$ cat src/rtl/tick_period_meter_if.sv
// Result bus of tick_period_meter: one held half-period measurement with
// its status flags, plus the consumer's ready.
interface tick_period_meter_if #(
   parameter int CW = 25
);
   logic          meas_valid;
   logic          meas_ready;
   logic [CW-1:0] half_period;
   logic          in_range;
   logic          timeout;
   logic          locked;
   logic          overrun;

   modport master (
      output meas_valid, half_period, in_range, timeout, locked, overrun,
      input  meas_ready
   );

   modport slave (
      input  meas_valid, half_period, in_range, timeout, locked, overrun,
      output meas_ready
   );
endinterface

$ cat src/rtl/tick_period_meter.sv
// tick_period_meter: measures the half-period of a slow asynchronous tick in
// clk_in cycles. Both tick transitions count as edges. Each measurement is
// offered on a valid/ready register together with range, lock, timeout and
// overrun status.
module tick_period_meter #(
   parameter int CW        = 25,
   parameter int EXPECTED  = 25_000_000,
   parameter int TOLERANCE = 250_000,
   parameter int MAX_COUNT = 33_554_431,
   parameter int LOCK_N    = 4
) (
   input  logic                clk_in,
   input  logic                rst,
   input  logic                enable,
   input  logic                tick_in,
   tick_period_meter_if.master res
);

   localparam int            LW     = $clog2(LOCK_N + 1);
   localparam logic [CW:0]   EXP_X  = (CW+1)'(EXPECTED);
   localparam logic [CW:0]   TOL_X  = (CW+1)'(TOLERANCE);
   localparam logic [CW-1:0] MAX_C  = CW'(MAX_COUNT);
   localparam logic [LW-1:0] LOCK_C = LW'(LOCK_N);

   typedef enum logic [1:0] {
      IDLE = 2'd0,
      ARM  = 2'd1,
      MEAS = 2'd2
   } state_t;

   state_t        state_q, state_d;
   logic          s1_q, s2_q, s3_q, edge_q;
   logic [CW-1:0] count_q, count_d;
   logic [LW-1:0] lock_q, lock_d;
   logic          tmo_q, tmo_d;
   logic          valid_q, valid_d;
   logic [CW-1:0] hp_q, hp_d;
   logic          inr_q, inr_d;
   logic          ovr_q, ovr_d;
   logic          capture;
   logic          cap_inr;

   // |n - EXPECTED| <= TOLERANCE, evaluated one bit wider so nothing wraps.
   function automatic logic in_window(input logic [CW-1:0] n);
      logic [CW:0] n_x;
      logic [CW:0] diff;
      n_x  = {1'b0, n};
      diff = (n_x >= EXP_X) ? (n_x - EXP_X) : (EXP_X - n_x);
      return (diff <= TOL_X);
   endfunction

   // Two-flop synchronizer, history flop and registered edge pulse (either polarity).
   always_ff @(posedge clk_in) begin
      if (rst) begin
         s1_q   <= 1'b0;
         s2_q   <= 1'b0;
         s3_q   <= 1'b0;
         edge_q <= 1'b0;
      end else begin
         s1_q   <= tick_in;
         s2_q   <= s1_q;
         s3_q   <= s2_q;
         edge_q <= s2_q ^ s3_q;
      end
   end

   // FSM state register.
   always_ff @(posedge clk_in) begin
      if (rst) begin
         state_q <= IDLE;
      end else begin
         state_q <= state_d;
      end
   end

   // Counter, lock counter, status flags and the held output result.
   always_ff @(posedge clk_in) begin
      if (rst) begin
         count_q <= '0;
         lock_q  <= '0;
         tmo_q   <= 1'b0;
         valid_q <= 1'b0;
         hp_q    <= '0;
         inr_q   <= 1'b0;
         ovr_q   <= 1'b0;
      end else begin
         count_q <= count_d;
         lock_q  <= lock_d;
         tmo_q   <= tmo_d;
         valid_q <= valid_d;
         hp_q    <= hp_d;
         inr_q   <= inr_d;
         ovr_q   <= ovr_d;
      end
   end

   // Next-state logic: measurement FSM, lock tracking and output handshake.
   always_comb begin
      state_d = state_q;
      count_d = count_q;
      lock_d  = lock_q;
      tmo_d   = tmo_q;
      valid_d = valid_q;
      hp_d    = hp_q;
      inr_d   = inr_q;
      ovr_d   = ovr_q;
      capture = 1'b0;
      cap_inr = in_window(count_q);

      case (state_q)
         IDLE: begin
            count_d = '0;
            if (enable) begin
               state_d = ARM;
            end
         end
         ARM: begin
            if (!enable) begin
               state_d = IDLE;
               count_d = '0;
               lock_d  = '0;
            end else if (edge_q) begin
               // First edge only starts the count; no result comes from it.
               state_d = MEAS;
               count_d = CW'(1);
               tmo_d   = 1'b0;
            end
         end
         MEAS: begin
            if (!enable) begin
               state_d = IDLE;
               count_d = '0;
               lock_d  = '0;
            end else if (edge_q) begin
               capture = 1'b1;
               count_d = CW'(1);
               tmo_d   = 1'b0;
            end else if (count_q == MAX_C) begin
               state_d = ARM;
               count_d = '0;
               lock_d  = '0;
               tmo_d   = 1'b1;
            end else begin
               count_d = count_q + 1'b1;
            end
         end
         default: begin
            state_d = IDLE;
            count_d = '0;
         end
      endcase

      if (capture) begin
         // Lock tracks every capture, including ones dropped by overrun.
         if (cap_inr) begin
            lock_d = (lock_q == LOCK_C) ? lock_q : lock_q + 1'b1;
         end else begin
            lock_d = '0;
         end
         if (!valid_q || res.meas_ready) begin
            valid_d = 1'b1;
            hp_d    = count_q;
            inr_d   = cap_inr;
         end else begin
            ovr_d   = 1'b1;
         end
      end else if (valid_q && res.meas_ready) begin
         valid_d = 1'b0;
      end
   end

   assign res.meas_valid  = valid_q;
   assign res.half_period = hp_q;
   assign res.in_range    = inr_q;
   assign res.timeout     = tmo_q;
   assign res.locked      = (lock_q == LOCK_C);
   assign res.overrun     = ovr_q;

endmodule

$ cat src/flat_wrapper.sv
// flat-port wrapper written by rule: the top's interface ports become plain ports
module tick_period_meter_flat 
#(
   parameter int CW        = 25,
   parameter int EXPECTED  = 25_000_000,
   parameter int TOLERANCE = 250_000,
   parameter int MAX_COUNT = 33_554_431,
   parameter int LOCK_N    = 4
)
  (clk_in, rst, enable, tick_in, res_meas_valid, res_half_period, res_in_range, res_timeout, res_locked, res_overrun, res_meas_ready);
  tick_period_meter_if #(.CW(CW)) res_i ();
  input  logic clk_in;
  input  logic rst;
  input  logic enable;
  input  logic tick_in;
  output wire logic [$bits(res_i.meas_valid)-1:0] res_meas_valid;
  output wire logic [$bits(res_i.half_period)-1:0] res_half_period;
  output wire logic [$bits(res_i.in_range)-1:0] res_in_range;
  output wire logic [$bits(res_i.timeout)-1:0] res_timeout;
  output wire logic [$bits(res_i.locked)-1:0] res_locked;
  output wire logic [$bits(res_i.overrun)-1:0] res_overrun;
  input wire logic [$bits(res_i.meas_ready)-1:0] res_meas_ready;
  assign res_meas_valid = res_i.meas_valid;
  assign res_half_period = res_i.half_period;
  assign res_in_range = res_i.in_range;
  assign res_timeout = res_i.timeout;
  assign res_locked = res_i.locked;
  assign res_overrun = res_i.overrun;
  assign res_i.meas_ready = res_meas_ready;
  tick_period_meter #(.CW(CW), .EXPECTED(EXPECTED), .TOLERANCE(TOLERANCE), .MAX_COUNT(MAX_COUNT), .LOCK_N(LOCK_N)) u_core (.clk_in(clk_in), .rst(rst), .enable(enable), .tick_in(tick_in), .res(res_i));
endmodule
$ cat config.mk
export PLATFORM = sky130hd
export DESIGN_NAME = tick_period_meter_flat
export DESIGN_NICKNAME = d
export VERILOG_FILES = /design/src/rtl/tick_period_meter_if.sv /design/src/rtl/tick_period_meter.sv /design/src/flat_wrapper.sv
export SDC_FILE = /design/constraint.sdc
export NUM_CORES = 1
export LEC_CHECK = 0
export CAP_MARGIN = 20
export CORE_MARGIN = 4
export CORE_UTILIZATION = 40
export DETAILED_ROUTE_END_ITERATION = 8
export PLACE_DENSITY_LB_ADDON = 0.15
export SYNTH_ARGS = -nofsm -noshare
export SYNTH_HDL_FRONTEND = slang
export SYNTH_SLANG_ARGS = --single-unit
export TNS_END_PERCENT = 100
$ cat constraint.sdc
create_clock -name clk_in -period 11.79 [get_ports clk_in]
set_clock_uncertainty 0.2 [all_clocks]
set_input_delay 1.7685 -clock clk_in [delete_from_list [all_inputs] [get_ports clk_in]]
set_output_delay 1.7685 -clock clk_in [all_outputs]
set_load 0.02 [all_outputs]
* Yosys cells after proc, flatten, opt, wreduce, memory -nomap -nowiden
Index checks and enable logic that the tools add are counted.
** Word-level totals
- Output and inout bits :: 30
- Register bits :: 63
- Input bits :: 5
- Logic and storage cells :: 84
** Operators by class
- Reduce and logical (&&, ||, !) cells :: 13
- Muxes and demuxes :: 34
- Equal/unequal tests :: 17
- Add/subtract/negate cells :: 4
- Bitwise gates (word level) :: 2
- Magnitude comparators :: 2
** Operators with widths (number)
- $mux 25 :: 5
- $pmux 25 s2 :: 1
- $le 26x18->1 const B :: 1
- $mux 26 :: 1
- $sub 25x25->26 const A :: 1
- $sub 25x25->26 const B :: 1
- $add 25x1->25 const B :: 1
- $eq 25x25->1 const B :: 1
- $ge 25x25->1 const B :: 1
- $mux 3 :: 7
- $mux 2 :: 6
- $mux 1 :: 11
- $reduce_and 5->1 :: 2
- $ne 3x2->1 const B :: 3
- $ne 2x2->1 const B :: 4
- $ne 3x3->1 const B :: 2
- $pmux 2 s3 :: 1
- $pmux 3 s2 :: 1
- $reduce_and 2->1 :: 3
- $ne 4x2->1 const B :: 1
- $ne 4x4->1 const B :: 1
- $reduce_and 4->1 :: 1
- $reduce_bool 2->1 :: 2
- $add 3x1->3 const B :: 1
- other kinds (13) :: 13

* Depth between registers and ports, before layout
- Depth in word-level cells :: 6
- Mapped depth :: 14

* Worst setup path after synthesis
Ideal clock, no wire load.
- Kind :: input port to flip-flop
- From :: input port enable
- To :: register u_core.count_q[22]
- Cell stages on the path :: 11
- Required time :: 11.462 ns
- Arrival time :: 3.442 ns
- Library setup time :: 0.128 ns
- Slack :: 8.021 ns
- Cell sequence :: clkbuf_1 -> nand2_1 -> or2_2 -> clkbuf_1 -> nand4_1 -> or3_1 -> nor2_1 -> nand3_1 -> nor2_1 -> xnor2_1 -> nor2_1
** Between the ends
- Cells in the longest elaborated chain, start to end :: 2
** Ends and longest elaborated chain
- start: declaration :: line flat_wrapper.sv:14 : input logic enable;
- $mux 25 (on tied branches) :: line tick_period_meter.sv:130, tick_period_meter.sv:118
- $pmux 25 s2 :: line tick_period_meter.sv:110 : case (state_q)
- end signal: assignment :: line tick_period_meter.sv:87 : count_q <= count_d;
- end: declaration :: line tick_period_meter.sv:33 : logic [CW-1:0] count_q, count_d;
Several ways; a longest one is shown, not always the timed one.
A chain may end at the register's enable or synchronous reset.

* Worst setup path after layout
- From :: register u_core.count_q[6]
- To :: register u_core.lock_q[1]
** Between the ends
- Cells in the longest elaborated chain, start to end :: 5
** Ends and longest elaborated chain
- $sub 25x25->26 / $ge 25x25->1 (equally long branches) :: line tick_period_meter.sv:48 : diff = (n_x >= EXP_X) ? (n_x - EXP_X) : (EXP_X - n_x);
- $mux 26 :: line tick_period_meter.sv:48
- $le 26x18->1 :: line tick_period_meter.sv:49 : return (diff <= TOL_X);
- $ne 3x3->1 (no line) / $mux 3 (equally long branches)
- $reduce_and 5->1 (no line) / $mux 3 (equally long branches)
- end signal: assignment :: line tick_period_meter.sv:88 : lock_q <= lock_d;
- end: declaration :: line tick_period_meter.sv:34 : logic [LW-1:0] lock_q, lock_d;
Several ways; a longest one is shown, not always the timed one.

==> results_dict.tcl <==
set metrics [dict create \
    slowest_delay_ns 0.52 \
    post_cts_resize_count 0 \
    layout_common_cells "nand2_1 (88), dfxtp_1 (63), nor2_1 (55), a21oi_1 (49), clkdlybuf4s50_1 (34)" \
    worstPathMaxFanout 13 \
    crit_chain "inv_1 > ha_1 > or4b_4 > a311o_1 > and2_4 > nor2_2 > o22a_1 > xor2_1 > o2111ai_1 > o211ai_1 > o221ai_1" \
    end_kind "flip-flop" \
    n_fill_cell 995 \
    finalMaxSlewViolations 0 \
    ys_seq_area_share_pct 32.23 \
    numClockSinks 63 \
    rsz0062_at_grt "no" \
    async_reset_ff_share_pct 0 \
    cp-start-kind "flip-flop" \
    diodes 0 \
    post_cts.repair.setup_buffers 0 \
    layout_commonest_cell "nand2_1" \
    period_share_pct 36.65 \
    final_cell_count_no_fill 667 \
    powerDensity_nw_per_um2 96.56 \
    syn_nets 542 \
    ys_warn_count 0 \
    cp_top_family "compound AO/OA/AOI/OAI gates" \
    ctsHoldBuffers 0 \
    hold_path.class "reg -> reg" \
    dr.pass1.iters 5 \
    path_class "reg -> reg" \
    synth_area_um2 3914 \
    setup_tns_ns 0 \
    drive_gt1_share_pct 6.320 \
    nets 550 \
    pin_count 35 \
    avgSynthCellArea_um2 7.455 \
    synth-seq-cells 63 \
    regToRegEndpoint "u_core.lock_q[1]" \
    ir_drop_v 0.00007983 \
    antenna_found_initial 0 \
    rrSetupSlack_ns 7.47 \
    min_to "u_core.s2_q" \
    vias_per_cell 5.712 \
    cts_htree_levels 3 \
    path_buf_inv 1 \
    placed_cells 651 \
    max_freq_mhz 231.4 \
    grt_max_degree 45 \
    tightest_slew_ns 0.9436 \
    postLayoutCellArea_um2 4466 \
    cts_tree "built" \
    final_hold_viol_count 0 \
    detail-route-antenna-nets 0 \
    drv_cap 0 \
    yosysUniqueCellTypes 69 \
    grt_overflow 0 \
    p_leak_nw 1.424 \
    arrival_ns 4.33 \
    gp_congestion 0.8960 \
    hold_start "u_core.s1_q" \
    die_area_um2 11430 \
    dr.first_iter.drc_count 220 \
    hpwl_mm 7.447 \
    ff2ff_path_depth 11 \
    root_buffer "clkbuf_8" \
    setup_viol_count_final 0 \
    clockBufferDepth 2 \
    grtUsageTotal_pct 19.33 \
    period_needed_ns 4.321 \
    die-height_um 106.9 \
    synth_top_area_share_pct 32.23 \
    cts_inserted_buffers 9 \
    core_um2 9371 \
    outcome "finished clean" \
    clk_latency_ns 0.34 \
    syn_to_final_growth_pct 14.10 \
    grt_pass1_vias 3611 \
    placed_area_um2 4269 \
    clk_pin_slew_ns 0.08 \
    maxSlewHeadroom_pct 37.10 \
    routed-via-count 3810 \
    ys_dominant_reg_cell "dfxtp_1" \
    wl_mm 10.50 \
    drc 0 \
    synth_edf_count 0 \
    grt_pass1_wl_mm 18.04 \
    die_x_um 106.9 \
    r2r-start "u_core.count_q[6]" \
    crit_slowest_cell "or4b_4" \
    initial_core_util_pct 41.76 \
    yosys.area.top_type "dfxtp_1" \
    crit_required_ns 11.80 \
    port_buffers 34 \
    syn-instance-count 525 \
    holdPathStages 1 \
    num_rows 35 \
    synth_area_leaders "dfxtp_1 (32%), nand2_1 (8.4%), a21oi_1 (6.3%)" \
    avgRoutedWirePerCell_um 15.74 \
]
## power breakdown
group / switching, mW / internal [mW]
logic: 0.0162 / 0.00981
clock network: 0.0905 / 0.0979
registers: 0.00204 / 0.215
total: 0.109 / 0.322
## layout make-up
type,count,area (µm²),share of cell area (%)
Clock inverter,7,72.57,1.625
Clock buffer,9,123.9,2.774
Timing Repair Buffer,36,355.3,7.957
Tap cell,129,161.4,3.614
Inverter,16,60.06,1.345
Multi-Input combinational cell,407,2431,54.44
Sequential cell,63,1261,28.24
## layer usage
layer  share of wire [%]  track usage, %  vias up
met5                   0               0        -
met4                 1.8           6.575        0
met3                 5.1           4.034       25
met2                  47           31.43      104
met1                  46           25.45     1819
li1                    -               -     1862
## cells in the mapped netlist, types with 6 or more instances
library cell and n:
xnor2_1 17, ha_1 12, nor2_1 55, o21ai_0 15, nand2b_1 8, nand3_1 18, or3_1 7, and2_1 10
clkbuf_1 34, dfxtp_1 63, nor4_1 7, nand2_1 88, a211oi_1 6, inv_1 16, a21oi_1 49, o211ai_1 7
xor2_1 12, nor3_1 10
## registers in the layout (all words and copies together), names as in the netlist
| signal | count |
|---|---|
| u_core.res.overrun | 1 |
| u_core.s2_q | 1 |
| u_core.res.half_period | 25 |
| u_core.edge_q | 1 |
| u_core.res.meas_valid | 1 |
| u_core.s1_q | 1 |
| u_core.state_q | 2 |
| u_core.res.timeout | 1 |
| u_core.s3_q | 1 |
| u_core.lock_q | 3 |
| u_core.res.in_range | 1 |
| u_core.count_q | 25 |
## worst max-delay path by stage
stage                                  from  slack, ns                  to  cells after the start
after global placement               enable       7.37  u_core.count_q[21]                     10
after detailed placement             enable       7.32  u_core.count_q[21]                     10
after CTS                 u_core.count_q[6]       7.49    u_core.lock_q[2]                     11
after floorplan                      enable       8.02  u_core.count_q[22]                     11
final                     u_core.count_q[6]       7.47    u_core.lock_q[1]                     11
after global routing      u_core.count_q[6]       7.25    u_core.lock_q[2]                     11
## kinds of logic after synthesis
logic type | Yosys count | synth area share (%)
AOI/OAI and AO/OA | 126 | 21.74
muxes | 1 | 0.2558
adders and majority gates | 12 | 3.836
and+or+nand+nor | 239 | 29.80
buffers and inverters | 55 | 5.659
xor gates and xnor gates | 29 | 6.490
DFF | 63 | 32.23
## through the flow
stage,power (mW),setup slack [ns],utilization [%],hold WS (ns)
2_1_floorplan,0.2414,8.021,-,0.2138
6_report,0.4312,7.469,47.65,0.2431
4_1_cts,0.4384,7.486,47.65,0.2517
3_5_place_dp,0.2478,7.320,45.55,0.2317
5_1_grt,0.4533,7.251,47.65,0.2706
3_3_place_gp,0.2473,7.371,45.55,0.2171
(Power assumes the default switching activity.)
